File: config.mk
export PLATFORM = sky130hd
export DESIGN_NAME = probe_frame_reader
export DESIGN_NICKNAME = d
export VERILOG_FILES = /design/src/rtl/probe_frame_pkg.sv /design/src/rtl/probe_frame_reader.sv
export SDC_FILE = /design/constraint.sdc
export NUM_CORES = 1
export LEC_CHECK = 0
export ABC_AREA = 1
export CORE_ASPECT_RATIO = 0.8
export CORE_MARGIN = 3
export CORE_UTILIZATION = 35
export DETAILED_ROUTE_END_ITERATION = 10
export GPL_ROUTABILITY_DRIVEN = 1
export GPL_TIMING_DRIVEN = 0
export PLACE_DENSITY = 0.68
export SLEW_MARGIN = 40
export SYNTH_ARGS = -nofsm -noshare
export SYNTH_HDL_FRONTEND = slang
export SYNTH_SLANG_ARGS = --single-unit
File: constraint.sdc
create_clock -name clk -period 14.6 [get_ports clk]
set_input_delay 4.38 -clock clk [delete_from_list [all_inputs] [get_ports clk]]
set_output_delay 4.38 -clock clk [all_outputs]
set_load 0.01 [all_outputs]
File: src/rtl/probe_frame_pkg.sv
`default_nettype none
// ============================================================================
// Module      : probe_frame_pkg
// Description : Shared constants, frame-size helper and state encoding for
//               the probe frame reader (capture-and-readback of the
//               small/quad/wide output vectors as framed 32-bit words).
// Contents    : HDR_MAGIC  - first byte of every frame header
//               calc_nw()  - payload word count, ceil(total/word)
//               state_t    - reader state encoding
// Revision    : 1.0 - initial release
// ============================================================================
package probe_frame_pkg;

    localparam logic [7:0] HDR_MAGIC = 8'hA5;

    // Number of stream words needed to carry total_w payload bits.
    function automatic int calc_nw(input int total_w, input int word_w);
        return (total_w + word_w - 1) / word_w;
    endfunction

    typedef enum logic [1:0] {
        ST_IDLE = 2'd0,
        ST_HDR  = 2'd1,
        ST_DATA = 2'd2
    } state_t;

endpackage : probe_frame_pkg
`default_nettype wire

File: src/rtl/probe_frame_reader.sv
`default_nettype none
// ============================================================================
// Module      : probe_frame_reader
// Description : Snapshots the small/quad/wide values on a capture request and
//               streams them as one frame: a header word
//               {A5, NW, seq[15:0]} followed by NW payload words taken from
//               P = {pad, in_wide, in_quad, in_small} (in_small at bit 0).
//               Requests arriving while a frame is in flight are dropped and
//               counted, except on the final-word handshake, where they start
//               the next frame back-to-back.
// Ports       : clk, reset          - clock, async active-high reset
//               cap_req             - capture request
//               in_small/quad/wide  - values sampled on an accepted request
//               m_valid/m_ready     - stream handshake
//               m_data, m_last      - stream word, final-word marker
//               busy                - frame in progress
//               ovf_cnt             - saturating dropped-request count
// Revision    : 1.0 - initial release
// ============================================================================
module probe_frame_reader
    import probe_frame_pkg::*;
#(
    parameter int          SMALL_W  = 2,
    parameter int          QUAD_W   = 40,
    parameter int          WIDE_W   = 70,
    parameter int          WORD_W   = 32,
    // Value the frame sequence number takes on reset.
    parameter logic [15:0] SEQ_INIT = 16'h0000
) (
    input  logic              clk,
    input  logic              reset,
    input  logic              cap_req,
    input  logic [SMALL_W-1:0] in_small,
    input  logic [QUAD_W-1:0]  in_quad,
    input  logic [WIDE_W-1:0]  in_wide,
    output logic              m_valid,
    input  logic              m_ready,
    output logic [WORD_W-1:0] m_data,
    output logic              m_last,
    output logic              busy,
    output logic [7:0]        ovf_cnt
);

    localparam int TOTAL_W  = SMALL_W + QUAD_W + WIDE_W;
    localparam int NW       = calc_nw(TOTAL_W, WORD_W);
    localparam int SHADOW_W = NW * WORD_W;
    localparam int IDX_W    = (NW > 1) ? $clog2(NW) : 1;

    localparam logic [IDX_W-1:0] LAST_IDX = IDX_W'(NW - 1);
    localparam logic [7:0]       NW_BYTE  = 8'(NW);

    state_t              state_q;
    logic [IDX_W-1:0]    idx_q;
    logic [15:0]         seq_q;
    logic [SHADOW_W-1:0] shadow_q;
    logic [7:0]          ovf_q;
    logic                m_valid_q;
    logic                m_last_q;
    logic [WORD_W-1:0]   m_data_q;
    logic                busy_q;

    logic [SHADOW_W-1:0] payload_d;
    logic [IDX_W-1:0]    idx_d;
    logic                hs;
    logic                last_hs;
    logic                overrun;

    // Zero-extension supplies the pad bits above in_wide.
    assign payload_d = SHADOW_W'({in_wide, in_quad, in_small});
    assign idx_d     = idx_q + IDX_W'(1);
    assign hs        = m_valid_q & m_ready;
    assign last_hs   = hs & (state_q == ST_DATA) & (idx_q == LAST_IDX);
    // The final-word handshake cycle is the one busy cycle that accepts.
    assign overrun   = cap_req & busy_q & ~last_hs;

    function automatic logic [WORD_W-1:0] hdr_word(input logic [15:0] s);
        return WORD_W'({HDR_MAGIC, NW_BYTE, s});
    endfunction

    function automatic logic [WORD_W-1:0] word_at(input logic [IDX_W-1:0] i);
        return shadow_q[32'(i) * WORD_W +: WORD_W];
    endfunction

    // Outputs are loaded one cycle ahead of presentation so that m_data and
    // m_last are plain flops that only change on a handshake.
    always_ff @(posedge clk or posedge reset) begin
        if (reset) begin
            state_q   <= ST_IDLE;
            idx_q     <= '0;
            seq_q     <= SEQ_INIT;
            shadow_q  <= '0;
            ovf_q     <= 8'h00;
            m_valid_q <= 1'b0;
            m_last_q  <= 1'b0;
            m_data_q  <= '0;
            busy_q    <= 1'b0;
        end else begin
            if (overrun && (ovf_q != 8'hFF)) begin
                ovf_q <= ovf_q + 8'd1;
            end

            case (state_q)
                ST_IDLE: begin
                    if (cap_req) begin
                        shadow_q  <= payload_d;
                        state_q   <= ST_HDR;
                        m_valid_q <= 1'b1;
                        m_data_q  <= hdr_word(seq_q);
                        m_last_q  <= 1'b0;
                        busy_q    <= 1'b1;
                    end
                end

                ST_HDR: begin
                    if (hs) begin
                        state_q  <= ST_DATA;
                        idx_q    <= '0;
                        m_data_q <= word_at('0);
                        m_last_q <= (LAST_IDX == '0);
                    end
                end

                ST_DATA: begin
                    if (hs) begin
                        if (idx_q == LAST_IDX) begin
                            seq_q    <= seq_q + 16'd1;
                            m_last_q <= 1'b0;
                            if (cap_req) begin
                                // Back-to-back: next header carries seq+1.
                                shadow_q <= payload_d;
                                state_q  <= ST_HDR;
                                m_data_q <= hdr_word(seq_q + 16'd1);
                            end else begin
                                state_q   <= ST_IDLE;
                                m_valid_q <= 1'b0;
                                busy_q    <= 1'b0;
                            end
                        end else begin
                            idx_q    <= idx_d;
                            m_data_q <= word_at(idx_d);
                            m_last_q <= (idx_d == LAST_IDX);
                        end
                    end
                end

                default: begin
                    state_q   <= ST_IDLE;
                    m_valid_q <= 1'b0;
                    busy_q    <= 1'b0;
                end
            endcase
        end
    end

    assign m_valid = m_valid_q;
    assign m_data  = m_data_q;
    assign m_last  = m_last_q;
    assign busy    = busy_q;
    assign ovf_cnt = ovf_q;

endmodule : probe_frame_reader
`default_nettype wire

==> flow_summary_export.csv, run 1 <==
group,metric,value,unit
sta,drv_slew,0,
sta,timing.fmax,0.170,GHz
setup_path,critPathKind,"flop to output port",
finish,multiInputGateArea,3430,sq um
yosys,ys_ff_latch,174,
worst_hold_path,hp-class,"flop to flop",
global_routing,antenna_found_initial,0,
finish,drive_above_1_share,5.58,%
die,fp.dieArea,26700,sq um
clocking,postCtsSetupBuffers,0,
yosys,yosysTopAreaCellShare,50.2,%
sta,finalSetupTns,0,ns
yosys,synth-seq-area-share,50.2,%
finish,n_antenna_cell,0,
clocking,cts_hold_buf,0,
die,io_pins,159,
setup_path,cp.required,10.22,ns
detailed_routing,drtAntennaViolNets,0,
clocking,cts_max_level,4,
finish,register_area,4350,sq um
finish,areaGrowthSynthToFinish,29.9,%
sta,worst_pin_slew,0.684,ns
die,die_w,182,um
run_status,outcome,"finished clean",
detailed_routing,firstDrtPassIters,6,
detailed_routing,wl,27.3,mm
yosys,synth_fp_nets,1262,
sta,whs,0.481,ns
yosys,ys_warn_count,0,
job,cap_violations,0,
yosys,synth_area_leaders,"dfrtp_1 (50%), nand2_1 (10%), inv_1 (7.0%)",
detailed_routing,num_vias,8255,
global_routing,grt_pass1_wl,42.9,mm
die,dieHeight,147,um
setup_path,cp-start-kind,"flop",
clocking,root_buffer,"clkbuf_16",
setup_path,endpoint_kind,"output port",
yosys,synth_area,8680,sq um
sta,max_slew_margin,54.4,%
die,rows,50,
detailed_routing,drc,0,
finish,fill_cells,2338,
die,coreArea,23900,sq um
clocking,insertion_delay,0.43,ns
clocking,clk_pin_slew_worst_paths,0.06,ns
setup_path,path_max_fanout,5,
detailed_routing,wire_per_inst,16.7,um
sta,finalSetupViolCount,0,
placement,post-place-ws,8.35,ns
sta,period_needed,5.89,ns
finish,nets,1441,
clocking,postCtsResizedCells,0,
detailed_routing,drt-initial-drc-count,731,
yosys,yosysUniqueCellTypes,30,
placement,port_buffers,158,
placement,place.gp.congestion,0.877,
clocking,clock-sinks,174,
sta,fin_worst_skew,0.00849,ns
power,vdd_drop_max,0.0000877,V
sta,hold_viol,0,
clocking,cts_tree,"yes",
global_routing,grt_max_degree,66,
power,power.leakage,5.66,nW
power,powerDensity,87.0,nW/um^2
setup_path,arrival,1.51,ns
yosys,yosysTopAreaCell,"dfrtp_1",
global_routing,overflow,0,
global_routing,grt_pass1_vias,7894,
sta,post-route-period-util,40.3,%
sta,rsz0062_at_grt,"no",
global_routing,grt_usage,20.4,%
yosys,synth.avg_cell_area,7.63,sq um
placement,place.detailed.hpwl,20.5,mm
clocking,clk_path_buf_depth,2,
die,start_util,36.3,%
sta,finalWorstSetupSlack,8.71,ns
detailed_routing,routed_via_density,5.04,
yosys,netlist_instances,1138,
clocking,cts-buffers-inserted,17,
layer usage:
layer	track usage (%)	up-vias	wire (um)
met3	4.48	30	2150
met5	0	-	0
li1	-	3958	-
met4	4.23	0	321
met1	30.7	3937	13100
met2	30.5	330	11700
metrics by stage:
| stage | power, mW | utilization, % | instance area [sq um] | cells |
|---|---|---|---|---|
| final | 0.982 | 47.2 | 11300 | 1639 |
| after global routing | 1.01 | 47.2 | 11300 | 1639 |
| after CTS | 0.985 | 47.2 | 11300 | 1639 |
| after detailed placement | 0.540 | 44.8 | 10700 | 1610 |
| after global placement | 0.539 | 44.6 | 10700 | 1608 |
| after floorplan | 0.500 | - | 8680 | 1138 |
flip-flops by register name, indices dropped and copies added, names as in the netlist:
name	flops
idx_q	2
busy	1
state_q	2
m_data	32
seq_q	16
shadow_q	112
ovf_cnt	8
m_last	1
path summary, 6_finish.rpt:
kind                                 to  slack, ns          from  cells past startpoint
max                             m_valid       8.71          busy                      2
max reg2reg                  m_data[12]      11.86      idx_q[0]                     13
max in group asynchronous  shadow_q[76]       9.59         reset                      3
min reg2reg                shadow_q[36]       0.48  shadow_q[36]                      2
min                        shadow_q[36]       0.48  shadow_q[36]                      2
min in group asynchronous    ovf_cnt[3]       4.34         reset                      2
cell usage in the layout, fill, tap and decap left out, types with 17 or more instances in the layout:
cell	synthesis	layout
a21oi_1	119	119
buf_2	28	28
clkbuf_1	28	31
clkbuf_16	0	17
clkdlybuf4s50_1	0	158
dfrtp_1	174	174
inv_1	162	161
nand2_1	241	241
nand3_1	71	71
nor2_1	130	130
o21ai_0	113	113
Yosys cell counts (all sizes together):
| library cell | n |
|---|---|
| a21oi | 120 |
| clkinv | 1 |
| clkbuf | 28 |
| nand2 | 244 |
| buf | 33 |
| nand3 | 72 |
| nor3 | 5 |
| o22ai | 4 |
| dfrtp | 174 |
| nand4 | 3 |
| inv | 165 |
| o21ai | 125 |
| o211ai | 2 |
| xor2 | 11 |
| a22oi | 11 |
| o32ai | 1 |
| nor2 | 131 |
| ha | 8 |
cells by family (layout without fill, tap and decap cells):
logic type               count (synthesis)  count (layout)  share of synthesized area, %
AND/OR/NAND/NOR                        455             455                          21.1
AO/OA/AOI/OAI                          263             263                          16.1
buffers and inverters                  227             416                          10.4
flip-flops                             174             174                          50.2
XOR/XNOR                                11              11                          1.11
adder cells (fa/ha/maj)                  8               8                          1.15
area by class of cell:
type,instances,area share (%)
Tap cell,312,3.46
Inverter,166,5.59
Buffer,61,2.47
Clock buffer,23,4.24
Multi-Input combinational cell,737,30.4
Clock inverter,6,0.765
Timing Repair Buffer,160,14.5
Sequential cell,174,38.6
critical path, cell delays in order (launching register included):
cell,delay (ns)
dfrtp_1,0.43
buf_4,0.13
clkdlybuf4s50_1,0.52
report_power, final:
| part | leakage [nW] | internal, mW | total, mW | switching, mW |
|---|---|---|---|---|
| combinational | 3.48 | 0.0292 | 0.0489 | 0.0197 |
| clock | 0.275 | 0.263 | 0.451 | 0.188 |
| sequential | 1.91 | 0.482 | 0.482 | 0 |
| total | 5.66 | 0.774 | 0.982 | 0.208 |
Power figures use the tool's default switching activity.
==> run 2, diff against run 1 <==
Settings changed: PLACE_DENSITY 0.68 to 0.7.
Clock period 14.6 ns to 5.27 ns, I/O delays scaled along.
==> run 2 against run 1 <==
Net effect: via count is 2.9% higher; global-route usage rose by 0.80 points; combinational power rose to 3.0 times the previous value; design area rose by 1.7%; non-clock buffer count increased by 6; sequential share of layout area down 0.65 points; clock skew barely moved; sequential power grew to 2.8 times the previous value.
==> flow_summary_export.csv, run 2 (synthesized netlist as in run 1, its figures left out) <==
group,metric,value,unit
detailed_routing,num_vias,8493,
die,dieHeight,147,um
detailed_routing,firstDrtPassIters,6,
power,power.leakage,5.74,nW
setup_path,critPathKind,"flop to output port",
detailed_routing,routed_via_density,5.16,
worst_hold_path,hp-class,"flop to flop",
finish,fill_cells,2311,
detailed_routing,drc,0,
die,rows,50,
setup_path,cp.required,3.69,ns
finish,nets,1447,
die,coreArea,23900,sq um
detailed_routing,wl,28.1,mm
clocking,clock-sinks,174,
sta,period_needed,3.10,ns
die,die_w,182,um
sta,post-route-period-util,58.8,%
placement,place_inst,1616,
sta,finalSetupViolCount,0,
sta,rsz0062_at_grt,"no",
finish,multiInputGateArea,3430,sq um
placement,place.gp.congestion,0.883,
die,io_pins,159,
run_status,outcome,"finished clean",
sta,fin_worst_skew,0.00812,ns
setup_path,arrival,1.52,ns
die,start_util,36.3,%
power,vdd_drop_max,0.000237,V
finish,largest_register_ffs,112,
detailed_routing,drtAntennaViolNets,0,
setup_path,cp-start-kind,"flop",
finish,stdcell_count,1646,
global_routing,grt_usage,21.3,%
global_routing,overflow,0,
sta,max_slew_margin,52.5,%
sta,worst_pin_slew,0.712,ns
detailed_routing,wire_per_inst,17.0,um
clocking,clk_pin_slew_worst_paths,0.07,ns
finish,n_antenna_cell,0,
power,powerDensity,250,nW/um^2
detailed_routing,drt-initial-drc-count,794,
clocking,cts_max_level,4,
clocking,cts_hold_buf,0,
placement,place.detailed.hpwl,21.2,mm
global_routing,grt_pass1_wl,45.0,mm
power,finalPower,2.87,mW
global_routing,grt_pass1_vias,8422,
die,fp.dieArea,26700,sq um
setup_path,path_max_fanout,5,
sta,hold_viol,0,
clocking,root_buffer,"clkbuf_16",
clocking,postCtsResizedCells,0,
finish,final_cell_mix,"nand2_1 (241), dfrtp_1 (174), inv_1 (161), clkdlybuf4s50_1 (158), nor2_1 (130)",
clocking,clk_path_buf_depth,2,
clocking,postCtsSetupBuffers,0,
sta,timing.fmax,0.323,GHz
job,cap_violations,0,
finish,drive_above_1_share,6.15,%
clocking,cts_tree,"yes",
finish,regMostFlops,"shadow_q",
placement,port_buffers,158,
setup_path,endpoint_kind,"output port",
finish,mostFrequentLayoutCell,"nand2_1",
clocking,insertion_delay,0.43,ns
finish,register_area,4350,sq um
finish,areaGrowthSynthToFinish,32.2,%
clocking,cts-buffers-inserted,17,
sta,drv_slew,0,
global_routing,grt_max_degree,27,
global_routing,antenna_found_initial,0,
[run 2: changes by cell type in the layout (fill, tap and decap cells not counted), sizes merged]
cell / previous run / this run
clkinv: 4 / 3
bufinv: 2 / 5
buf: 35 / 41
clkbuf: 51 / 48
clkinvlp: 1 / 3
[run 2: final timing paths]
| path | startpoint | end | slack, ns | cells after the start |
|---|---|---|---|---|
| max in group asynchronous | reset | shadow_q[8] | 2.90 | 6 |
| min in group asynchronous | reset | shadow_q[54] | 1.42 | 2 |
| worst max register to register | idx_q[0] | m_data[4] | 2.43 | 11 |
| worst min-delay path | m_data[10] | m_data[10] | 0.49 | 2 |
| worst min register to register | m_data[10] | m_data[10] | 0.49 | 2 |
| worst max-delay path | busy | m_valid | 2.17 | 2 |
[run 2: power breakdown]
part / internal [mW] / switching [mW]
combinational: 0.0902 / 0.0575
sequential: 1.34 / 0
clock: 0.851 / 0.537
total: 2.28 / 0.594
[run 2: worst max-delay path, stage by stage (launching register included)]
cell and delay [ns]:
dfrtp_1 0.43, buf_4 0.14, clkdlybuf4s50_1 0.52
[run 2: per-stage QoR]
| step | setup TNS [ns] | setup slack (ns) | hold WS (ns) | utilization (%) | instance area (sq um) |
|---|---|---|---|---|---|
| after CTS | 0 | 2.15 | 0.486 | 48.0 | 11500 |
| after floorplan | 0 | 1.46 | 0.448 | - | 8690 |
| after global placement | -8.01 | -0.0660 | 0.459 | 44.6 | 10700 |
| after detailed placement | 0 | 1.78 | 0.464 | 45.4 | 10800 |
| final | 0 | 2.17 | 0.486 | 48.0 | 11500 |
| after global routing | 0 | 2.07 | 0.498 | 48.0 | 11500 |
[run 2: final cells by class]
type                       instances  area share [%]
sequential                       174            37.9
multi-input combinational        737            29.9
timing repair buffer             166            15.4
inverter                         166            5.46
clock buffer                      20            3.89
tap                              312            3.40
buffer                            61            2.43
clock inverter                    10            1.64
[run 2: routing by layer]
layer,up-vias,GRT usage [%],share of wire (%)
met5,-,0,0
met4,0,6.01,2.2
met3,44,4.23,9.1
met2,419,31.9,43
met1,4056,31.2,46
li1,3974,-,-
